[src/rtl/la_eth_pkg.sv]
// Shared constants and types for the la_eth GMII transmit/receive paths.
package la_eth_pkg;

  localparam logic [7:0]  ETH_PREAMBLE    = 8'h55;
  localparam logic [7:0]  ETH_SFD         = 8'hD5;
  localparam logic [31:0] ETH_CRC_POLY    = 32'hEDB88320;
  localparam logic [31:0] ETH_CRC_INIT    = 32'hFFFFFFFF;
  localparam logic [31:0] ETH_CRC_RESIDUE = 32'hDEBB20E3;
  localparam int unsigned ETH_MIN_PAYLOAD = 60;

  typedef enum logic [2:0] {
    StIdle,
    StPre,
    StSfd,
    StData,
    StDrop,
    StPad,
    StFcs,
    StIfg
  } tx_state_e;

endpackage

[src/rtl/la_eth_crc32.sv]
// Combinational CRC-32 (reflected) advance by one byte, LSB first.
module la_eth_crc32
  import la_eth_pkg::*;
(
  input  logic [31:0] crc,
  input  logic [7:0]  data,
  output logic [31:0] crc_next
);

  // Bit-serial shift unrolled over the eight data bits.
  always_comb begin
    logic [31:0] c;
    c = crc ^ {24'h000000, data};
    for (int i = 0; i < 8; i++) begin
      c = c[0] ? ((c >> 1) ^ ETH_CRC_POLY) : (c >> 1);
    end
    crc_next = c;
  end

endmodule

[src/rtl/la_eth_gmii_tx.sv]
// GMII transmit framer: preamble, SFD, payload, optional pad, FCS, IFG.
// Optional zero-padding of short frames to 60 payload bytes is enabled by
// defining LA_ETH_TX_PAD_EN.
module la_eth_gmii_tx
  import la_eth_pkg::*;
#(
  parameter string       TARGET = "DEFAULT",
  parameter int unsigned IFG    = 12,
  parameter int unsigned CW     = 16
) (
  input  logic          clk,
  input  logic          reset,
  input  logic          in_valid,
  input  logic [7:0]    in_data,
  input  logic          in_last,
  output logic          in_ready,
  output logic [7:0]    gmii_tx_data,
  output logic          gmii_tx_enable,
  output logic          gmii_tx_error,
  output logic          busy,
  output logic [CW-1:0] frame_count,
  output logic [CW-1:0] underrun_count
);

  // Technology target has no functional effect in this block.
  if (TARGET == "") begin : g_target_unset
  end

  // IFG state lasts IFG-1 cycles; the IDLE cycle that follows completes the
  // gap, so back-to-back frames show exactly IFG idle cycles on the wire.
  localparam logic [7:0] IfgLast = 8'(IFG - 2);

  tx_state_e state_q, state_d;

  logic [2:0]    pre_cnt_q, pre_cnt_d;
  logic [1:0]    fcs_idx_q, fcs_idx_d;
  logic [7:0]    ifg_cnt_q, ifg_cnt_d;
  logic [31:0]   crc_q, crc_d;
  logic [31:0]   crc_next;
  logic [7:0]    crc_data;
  logic [31:0]   fcs_word;
  logic [7:0]    fcs_byte;
  logic [CW-1:0] frame_cnt_q, frame_cnt_d;
  logic [CW-1:0] underrun_cnt_q, underrun_cnt_d;
  logic [7:0]    tx_data_q, tx_data_d;
  logic          tx_en_q, tx_en_d;
  logic          tx_er_q, tx_er_d;
  logic          pad_needed;
  logic          pad_done;

`ifdef LA_ETH_TX_PAD_EN
  logic [15:0] byte_cnt_q, byte_cnt_d;
  logic        byte_inc;

  // After this byte the count is byte_cnt_q+1; compare against 59 to avoid a wider add.
  assign pad_needed = byte_cnt_q < 16'(ETH_MIN_PAYLOAD - 1);
  assign pad_done   = byte_cnt_q >= 16'(ETH_MIN_PAYLOAD - 1);
  assign byte_inc   = ((state_q == StData) && in_valid) || (state_q == StPad);

  // Payload byte counter, saturating, cleared at SFD.
  always_comb begin
    byte_cnt_d = byte_cnt_q;
    if (state_q == StSfd) begin
      byte_cnt_d = '0;
    end else if (byte_inc && (byte_cnt_q != 16'hFFFF)) begin
      byte_cnt_d = byte_cnt_q + 16'd1;
    end
  end

  // Byte counter register.
  always_ff @(posedge clk) begin
    if (reset) byte_cnt_q <= '0;
    else       byte_cnt_q <= byte_cnt_d;
  end
`else
  assign pad_needed = 1'b0;
  assign pad_done   = 1'b1;
`endif

  assign crc_data = (state_q == StPad) ? 8'h00 : in_data;
  assign fcs_word = ~crc_q;
  assign fcs_byte = fcs_word[8*fcs_idx_q +: 8];

  la_eth_crc32 u_crc (
    .crc      (crc_q),
    .data     (crc_data),
    .crc_next (crc_next)
  );

  // State register.
  always_ff @(posedge clk) begin
    if (reset) state_q <= StIdle;
    else       state_q <= state_d;
  end

  // Next-state logic.
  always_comb begin
    state_d = state_q;
    unique case (state_q)
      StIdle: if (in_valid) state_d = StPre;
      StPre:  if (pre_cnt_q == 3'd6) state_d = StSfd;
      StSfd:  state_d = StData;
      StData: begin
        if (!in_valid)    state_d = StDrop;
        else if (in_last) state_d = pad_needed ? StPad : StFcs;
      end
      StDrop: if (in_valid && in_last) state_d = StIfg;
      StPad:  if (pad_done) state_d = StFcs;
      StFcs:  if (fcs_idx_q == 2'd3) state_d = StIfg;
      StIfg:  if (ifg_cnt_q == IfgLast) state_d = StIdle;
      default: state_d = StIdle;
    endcase
  end

  // Output logic: next GMII pin values, chosen by the current state.
  always_comb begin
    tx_data_d = 8'h00;
    tx_en_d   = 1'b0;
    tx_er_d   = 1'b0;
    unique case (state_q)
      StPre: begin
        tx_data_d = ETH_PREAMBLE;
        tx_en_d   = 1'b1;
      end
      StSfd: begin
        tx_data_d = ETH_SFD;
        tx_en_d   = 1'b1;
      end
      StData: begin
        tx_en_d = 1'b1;
        if (in_valid) tx_data_d = in_data;
        else          tx_er_d   = 1'b1;
      end
      StPad: tx_en_d = 1'b1;
      StFcs: begin
        tx_data_d = fcs_byte;
        tx_en_d   = 1'b1;
      end
      default: ;
    endcase
  end

  // Datapath next-state: phase counters, CRC and statistics.
  always_comb begin
    pre_cnt_d      = (state_q == StPre) ? pre_cnt_q + 3'd1 : 3'd0;
    fcs_idx_d      = (state_q == StFcs) ? fcs_idx_q + 2'd1 : 2'd0;
    ifg_cnt_d      = (state_q == StIfg) ? ifg_cnt_q + 8'd1 : 8'd0;
    crc_d          = crc_q;
    frame_cnt_d    = frame_cnt_q;
    underrun_cnt_d = underrun_cnt_q;
    if (state_q == StSfd) begin
      crc_d = ETH_CRC_INIT;
    end else if (((state_q == StData) && in_valid) || (state_q == StPad)) begin
      crc_d = crc_next;
    end
    if ((state_q == StFcs) && (fcs_idx_q == 2'd3)) begin
      frame_cnt_d = frame_cnt_q + CW'(1);
    end
    if ((state_q == StData) && !in_valid) begin
      underrun_cnt_d = underrun_cnt_q + CW'(1);
    end
  end

  // Datapath and pin registers.
  always_ff @(posedge clk) begin
    if (reset) begin
      pre_cnt_q      <= '0;
      fcs_idx_q      <= '0;
      ifg_cnt_q      <= '0;
      crc_q          <= ETH_CRC_INIT;
      frame_cnt_q    <= '0;
      underrun_cnt_q <= '0;
      tx_data_q      <= 8'h00;
      tx_en_q        <= 1'b0;
      tx_er_q        <= 1'b0;
    end else begin
      pre_cnt_q      <= pre_cnt_d;
      fcs_idx_q      <= fcs_idx_d;
      ifg_cnt_q      <= ifg_cnt_d;
      crc_q          <= crc_d;
      frame_cnt_q    <= frame_cnt_d;
      underrun_cnt_q <= underrun_cnt_d;
      tx_data_q      <= tx_data_d;
      tx_en_q        <= tx_en_d;
      tx_er_q        <= tx_er_d;
    end
  end

  assign in_ready       = (state_q == StData) || (state_q == StDrop);
  assign busy           = (state_q != StIdle);
  assign gmii_tx_data   = tx_data_q;
  assign gmii_tx_enable = tx_en_q;
  assign gmii_tx_error  = tx_er_q;
  assign frame_count    = frame_cnt_q;
  assign underrun_count = underrun_cnt_q;

endmodule

[config.mk]
export PLATFORM = sky130hd
export DESIGN_NAME = la_eth_gmii_tx
export DESIGN_NICKNAME = d
export VERILOG_FILES = /design/src/rtl/la_eth_pkg.sv /design/src/rtl/la_eth_crc32.sv /design/src/rtl/la_eth_gmii_tx.sv
export SDC_FILE = /design/constraint.sdc
export NUM_CORES = 1
export LEC_CHECK = 0
export BUFFER_PORTS_ARGS = -buffer_cell sky130_fd_sc_hd__buf_2
export CORE_MARGIN = 10
export CORE_UTILIZATION = 53
export DETAILED_ROUTE_END_ITERATION = 12
export GPL_TIMING_DRIVEN = 0
export PLACE_DENSITY = 0.78
export SLEW_MARGIN = 20
export SYNTH_ARGS = -nofsm -noshare
export SYNTH_HDL_FRONTEND = slang
export SYNTH_SLANG_ARGS = --single-unit
[constraint.sdc]
create_clock -name clk -period 1.9 [get_ports clk]
set_input_delay 0 -clock clk [delete_from_list [all_inputs] [get_ports clk]]
set_output_delay 0 -clock clk [all_outputs]
set_load 0.005 [all_outputs]
==> metrics.md, run 1 <==
| Metric | Value |
|---|---|
| CP Buf/Inv Count | `1` |
| Mux cell area share after synthesis | `4.55%` |
| Endpoint, Worst Hold | `underrun_count[3]$_SDFFE_PP0P_` |
| Slowest cell on crit path | `dfxtp_4` |
| Root Driver | `clkbuf_8` |
| Iter 0 DRT Violations | `468` |
| Syn nets | `520` |
| Core area | `8340 um^2` |
| Critical Path Start Type | `flop` |
| Gp weighted congestion | `0.896` |
| Vias in the first global route | `4169` |
| Power Dens Cells | `956 nW/um^2` |
| Final setup viols | `23` |
| Failing checks | `setup timing` |
| CTS tree | `done` |
| IO buf count | `54` |
| CTS sink count | `90` |
| Max incr delay on CP | `380 ps` |
| Min Tclk post-route | `2110 ps` |
| Sequential area share after synthesis | `39.0%` |
| Detail Route Antenna Nets | `0` |
| Synth Area in XOR/XNOR | `20.9%` |
| CP top delay family | `XOR/XNOR gates` |
| Worst Path Required | `2240 ps` |
| Nets | `638` |
| Min Hold Slack | `11.7 ps` |
| Critical path peak fanout | `7` |
| Area growth, synth to finish | `34.6%` |
| Rel. slew slack | `60.3%` |
| Vias per cell | `6.08` |
| Grt total ovfl | `0` |
| Design Power | `5.94 mW` |
| DRT Pass-1 Iters | `5` |
| Initial Util | `55.3%` |
| VDD IR-drop max | `0.499 mV` |
| Clock Skews | `17.0 ps` |
| Syn_area_per_cell | `9.21 um^2` |
| Synth Area in Simple Gates | `19.9%` |
| Vias | `4431` |
| Clock Path Buffers | `2` |
| Post-route cell area | `6210 um^2` |
| DRC | `0` |
| R2r startpoint | `state_q[0]$_SDFFE_PP0P_` |
| Register Area | `1810 um^2` |
| # fillers | `546` |
| Reg clk slew, reported paths | `110 ps` |
| Syn Inst Count | `501` |
| Crit Path Class | `reg -> reg` |
| Largest net degree at the start of global routing | `18` |
| Layout cells sized above 1 | `35.1%` |
| Max-slew violations | `0` |
| Adder-Cell Fraction of Synth Area | `1.90%` |
| Overall die height | `113 um` |
| MaxCap Viol Count | `0` |
| H-tree depth | `3` |
| Worst Path Arrival | `2450 ps` |
| Die width | `113 um` |
| Number of synthesized flops with an enable pin | `0` |
| RSZ-0062 raised after global routing | `true` |
| Hold Startpoint | `in_valid` |
| Multi-input gate area | `3120 um^2` |
| Worst skew pair latency | `390 ps` |
| Main synth FF type | `dfxtp_1` |
| Antenna violations before repair | `0` |
| CP Capture Type | `flop` |
| Post-synth ARST share | `0%` |
| Die ar. | `12800 um^2` |
| Status | `finished, violations left` |
| Clock buffer count from CTS | `9` |
| IO Count | `56` |
| Leak Pwr | `2.57 nW` |
| Worst-Margin Slew | `596 ps` |
| Hold Path Depth | `4` |
| Synthesized flop and latch total | `90` |
| Worst reg2reg path endpoint | `crc_q[26]$_SDFFE_PP1P_` |
| Drt total wl | `15.0 mm` |
| Most common cell on crit path | `xnor2_2` |
| Mapped Area | `4620 um^2` |
| Synth Area in Compound Gates | `10.7%` |
| DP Area | `5060 um^2` |
| Final antenna diode count | `0` |
| Synth warn | `0` |
| Site Rows | `33` |
| Worst hold-check path type | `in -> reg` |
| FF-to-FF setup slack | `-210 ps` |
| Fmax | `474 MHz` |
| Final HPWL from detailed placement | `8.12 mm` |
| Global-route wire length before repair | `21.7 mm` |
| Main combinational cell family by area after synthesis | `XOR/XNOR gates` |
| Wire length per cell | `20.6 um` |
| Cell Chain, Critical Path | `and3b_2, buf_4, o221ai_4, xor2_2, xnor2_2, xnor2_2, mux2i_1, o31a_1` |
| Critical Path Stages | `8` |
| Period utilisation layout | `111%` |
| Hold Fails Final Rpt | `0` |
| Unique masters post-synth | `45` |
| Final WS setup | `-208 ps` |
| GRT Util Overall | `20.6%` |
| FF-to-FF path depth | `8` |
synthesized netlist by cell type (all sizes together) (10+ instances only):
library cell  instances  area share [%]
a21oi                20             2.2
nand2b               11             1.5
o211ai               17             2.8
o21ai                16             1.7
clkbuf               23             1.9
xor2                 48              10
nand3                14             1.5
nor2                 62             5.0
nand2                56             4.6
xnor2                47             9.7
dfxtp                90              39
and3                 10             1.4
per-layer routing:
| metal | vias up | share of wire (%) | GRT usage (%) |
|---|---|---|---|
| li1 | 1936 | - | - |
| met3 | 84 | 8.5 | 5.55 |
| met4 | 0 | 5.4 | 9.64 |
| met2 | 255 | 48 | 34.4 |
| met5 | - | 0 | 0 |
| met1 | 2156 | 38 | 23.9 |
worst reg2reg max path, delay by kind of cell (launching register included):
family	cells	cell delay [ps]
multiplexers	1	220
AO/OA/AOI/OAI	2	370
buffers and inverters	1	160
AND/OR/NAND/NOR	1	260
XOR/XNOR	3	690
flip-flops	1	380
worst max-delay path by stage:
stage / start / endpoint / slack (ps)
after global routing: state_q[2]$_SDFFE_PP0P_ / crc_q[26]$_SDFFE_PP1P_ / -300
after floorplan: state_q[0]$_SDFFE_PP0P_ / crc_q[26]$_SDFFE_PP1P_ / -110
after CTS: state_q[0]$_SDFFE_PP0P_ / crc_q[26]$_SDFFE_PP1P_ / -170
after global placement: state_q[2]$_SDFFE_PP0P_ / crc_q[24]$_SDFFE_PP1P_ / -380
final: state_q[0]$_SDFFE_PP0P_ / crc_q[26]$_SDFFE_PP1P_ / -210
after detailed placement: state_q[2]$_SDFFE_PP0P_ / crc_q[24]$_SDFFE_PP1P_ / -390
cells in the final DEF (no fill, tap or decap), types with 14 or more instances in the layout:
master	netlist	layout
a21oi_1	20	16
buf_2	2	56
buf_4	0	34
buf_6	3	14
dfxtp_1	90	83
nand2_1	56	52
nor2_1	62	59
o211ai_1	17	17
xnor2_1	42	28
xor2_1	43	36
sequential cells by signal (all words and copies together), names as in the netlist:
signal / count
pre_cnt_q: 3
crc_q: 32
gmii_tx_error: 1
ifg_cnt_q: 8
underrun_count: 16
gmii_tx_enable: 1
frame_count: 16
state_q: 3
gmii_tx_data: 8
fcs_idx_q: 2
power breakdown:
group / total, mW / switching, mW / internal [mW]
clock network: 1.36 / 0.818 / 0.545
registers: 2.14 / 0.133 / 2.01
logic: 2.43 / 1.26 / 1.17
cells by family after synthesis:
kind of cell	count (synthesis)
compound gates	70
xor+xnor	97
fa+ha+maj	7
buf+inv	31
flops	90
mux	11
simple gates	195
final cells by class:
type,instances,share of cell area [%]
plain buffers,24,2.12
clock buffers,10,2.22
clock inverters,6,0.907
inverters,3,0.181
multi-input cells,380,50.2
flip-flops and latches,90,29.2
well taps,105,2.12
repair buffers,111,13.1
what timing repair did:
item | in CTS | in global routing
hold buffers | 8 | 0
pin swaps | 22 | 37
setup endpoints to repair | 51 | 59
buffers inserted | 38 | 13
gates resized for setup | 55 | 70
endpoints found under the hold margin | 8 | 0
metrics by stage:
stage | setup slack [ps] | TNS, ps | util, % | cells
2_1_floorplan | -111 | -209 | - | 501
3_3_place_gp | -384 | -12390 | 60.6 | 660
3_5_place_dp | -395 | -12620 | 60.6 | 660
4_1_cts | -168 | -1300 | 70.6 | 721
5_1_grt | -304 | -5300 | 74.5 | 729
6_report | -208 | -2300 | 74.5 | 729
No activity file was read; power rests on OpenSTA's default activity.
==> run 2: changes to the inputs <==
--- a/config.mk
+++ b/config.mk
@@ -6,11 +6,12 @@
 export NUM_CORES = 1
 export LEC_CHECK = 0
 export BUFFER_PORTS_ARGS = -buffer_cell sky130_fd_sc_hd__buf_2
+export CORE_ASPECT_RATIO = 0.6
 export CORE_MARGIN = 10
-export CORE_UTILIZATION = 53
+export CORE_UTILIZATION = 63
 export DETAILED_ROUTE_END_ITERATION = 12
 export GPL_TIMING_DRIVEN = 0
-export PLACE_DENSITY = 0.78
+export PLACE_DENSITY = 0.81
 export SLEW_MARGIN = 20
 export SYNTH_ARGS = -nofsm -noshare
 export SYNTH_HDL_FRONTEND = slang
==> constraint.sdc (replaced) <==
create_clock -name clk -period 2.6 [get_ports clk]
set_input_delay 0 -clock clk [delete_from_list [all_inputs] [get_ports clk]]
set_output_delay 0 -clock clk [all_outputs]
set_load 0.005 [all_outputs]
==> run 2 against run 1 <==
The flow now finishes without violations; power shrank 30%; combinational power shrank 49%; sequential share of layout area grew 3.9 points; final cell count shrank 7.8%.
==> metrics.md, run 2 (synthesis gave the netlist of run 1 again) <==
| Metric | Value |
|---|---|
| Die ar. | `11300 um^2` |
| Gp weighted congestion | `0.888` |
| Clock Path Buffers | `2` |
| Largest net degree at the start of global routing | `15` |
| Vias | `3961` |
| Final HPWL from detailed placement | `9.19 mm` |
| IO Count | `56` |
| CTS tree | `done` |
| VDD IR-drop max | `0.412 mV` |
| Root Driver | `clkbuf_16` |
| DP Area | `5000 um^2` |
| CP Capture Type | `flop` |
| CP top delay family | `XOR/XNOR gates` |
| Commonest non-fill, non-tap cell in the layout | `dfxtp_1` |
| Critical Path Start Type | `flop` |
| Slowest cell on crit path | `xnor2_1` |
| Worst skew pair latency | `350 ps` |
| Reg clk slew, reported paths | `70 ps` |
| Max incr delay on CP | `530 ps` |
| RSZ-0062 raised after global routing | `true` |
| Layout cells sized above 1 | `18.4%` |
| Power Dens Cells | `760 nW/um^2` |
| Iter 0 DRT Violations | `395` |
| Worst hold-check path type | `in -> reg` |
| Initial Util | `64.3%` |
| Post-Route Setup TNS | `0 ps` |
| Reg with most FFs | `crc_q` |
| Design Power | `4.14 mW` |
| # fillers | `499` |
| Nets | `596` |
| Worst Path Required | `2900 ps` |
| Max reg flops | `32` |
| IO buf count | `54` |
| MaxCap Viol Count | `0` |
| Core area | `7180 um^2` |
| Final WS setup | `179 ps` |
| Pre-CTS WS | `168 ps` |
| Post-route cell area | `5450 um^2` |
| Leak Pwr | `2.21 nW` |
| CTS sink count | `90` |
| H-tree depth | `3` |
| Vias per cell | `5.89` |
| Critical path peak fanout | `10` |
| Drt total wl | `12.6 mm` |
| DRC | `0` |
| Global-route wire length before repair | `20.3 mm` |
| Clock Skews | `7.82 ps` |
| Site Rows | `24` |
| GRT Util Overall | `22.7%` |
| Worst Path Arrival | `2720 ps` |
| Max-slew violations | `0` |
| Die width | `131 um` |
| Detail Route Antenna Nets | `0` |
| DRT Pass-1 Iters | `5` |
| Crit Path Class | `reg -> reg` |
| Final antenna diode count | `0` |
| Period utilisation layout | `93.1%` |
| Final setup viols | `0` |
| Fmax | `413 MHz` |
| CP Buf/Inv Count | `1` |
| Min Tclk post-route | `2420 ps` |
| Worst-Margin Slew | `743 ps` |
| Status | `finished clean` |
| Vias in the first global route | `3953` |
| Hold Fails Final Rpt | `0` |
| Clock buffer count from CTS | `9` |
| Overall die height | `86.3 um` |
| Rel. slew slack | `50.4%` |
| Antenna violations before repair | `0` |
| Commonest cells after routing, fill and taps aside | `dfxtp_1 (90), nor2_1 (62), buf_2 (56), nand2_1 (56), xor2_1 (43)` |
| Area growth, synth to finish | `18.1%` |
| Cell Chain, Critical Path | `buf_2, nand3b_1, nand2_1, xor2_4, xnor2_1, xnor2_2, mux2i_1, o31a_1` |
| Grt total ovfl | `0` |
| Wire length per cell | `18.7 um` |
## run 2: what timing repair did
item,in CTS,in global routing
buffers inserted,0,3
endpoints found under the hold margin,8,0
setup endpoints to repair,0,13
gates resized for setup,0,9
hold buffers,8,0
## run 2: power breakdown
part	leakage [nW]	total [mW]	switching (mW)	internal (mW)
clock network	0.151	1.38	0.549	0.831
logic	1.33	1.23	0.709	0.521
registers	0.728	1.53	0.0700	1.46
total	2.21	4.14	1.33	2.82
## run 2: metal layers
metal	up-vias	global-route usage (%)	share of wire, %	wire length [um]
li1	1855	-	-	-
met1	1903	29.5	44	5460
met2	181	34.0	44	5490
met3	22	10.1	11	1430
met4	0	5.13	1.4	174
met5	-	0	0	0
## run 2: final cells by class
class                      count  area [um^2]  area share [%]
buffer                        28          134            2.46
clock buffer                   9          225            4.13
clock inverter                 6         82.6            1.52
inverter                       3         11.3           0.207
multi-input combinational    380         2710            49.7
sequential                    90         1800            33.1
tap                           91          114            2.09
timing repair buffer          65          373            6.84
## run 2: worst paths after layout
path | depth (start not counted) | endpoint | startpoint | slack, ps
worst min-delay path | 4 | underrun_count[3]$_SDFFE_PP0P_ | in_valid | 70
worst max register to register | 8 | crc_q[26]$_SDFFE_PP1P_ | state_q[2]$_SDFFE_PP0P_ | 180
worst max-delay path | 8 | crc_q[26]$_SDFFE_PP1P_ | state_q[2]$_SDFFE_PP0P_ | 180
worst min register to register | 1 | pre_cnt_q[0]$_SDFF_PP0_ | pre_cnt_q[0]$_SDFF_PP0_ | 450
## run 2: worst register-to-register path: cells and delay by family, from the launching register on
family | cells | cell delay [ps]
xor+xnor | 3 | 920
buf+inv | 1 | 250
compound gates | 1 | 160
flops | 1 | 360
mux | 1 | 280
simple gates | 2 | 400
## run 2: stage by stage
step,hold WS [ps],instances,util (%)
CTS,72.3,669,75.1
floorplan,139,501,-
global placement,253,646,69.7
detailed placement,253,646,69.7
finish,73.3,672,75.9
global route,109,672,75.9
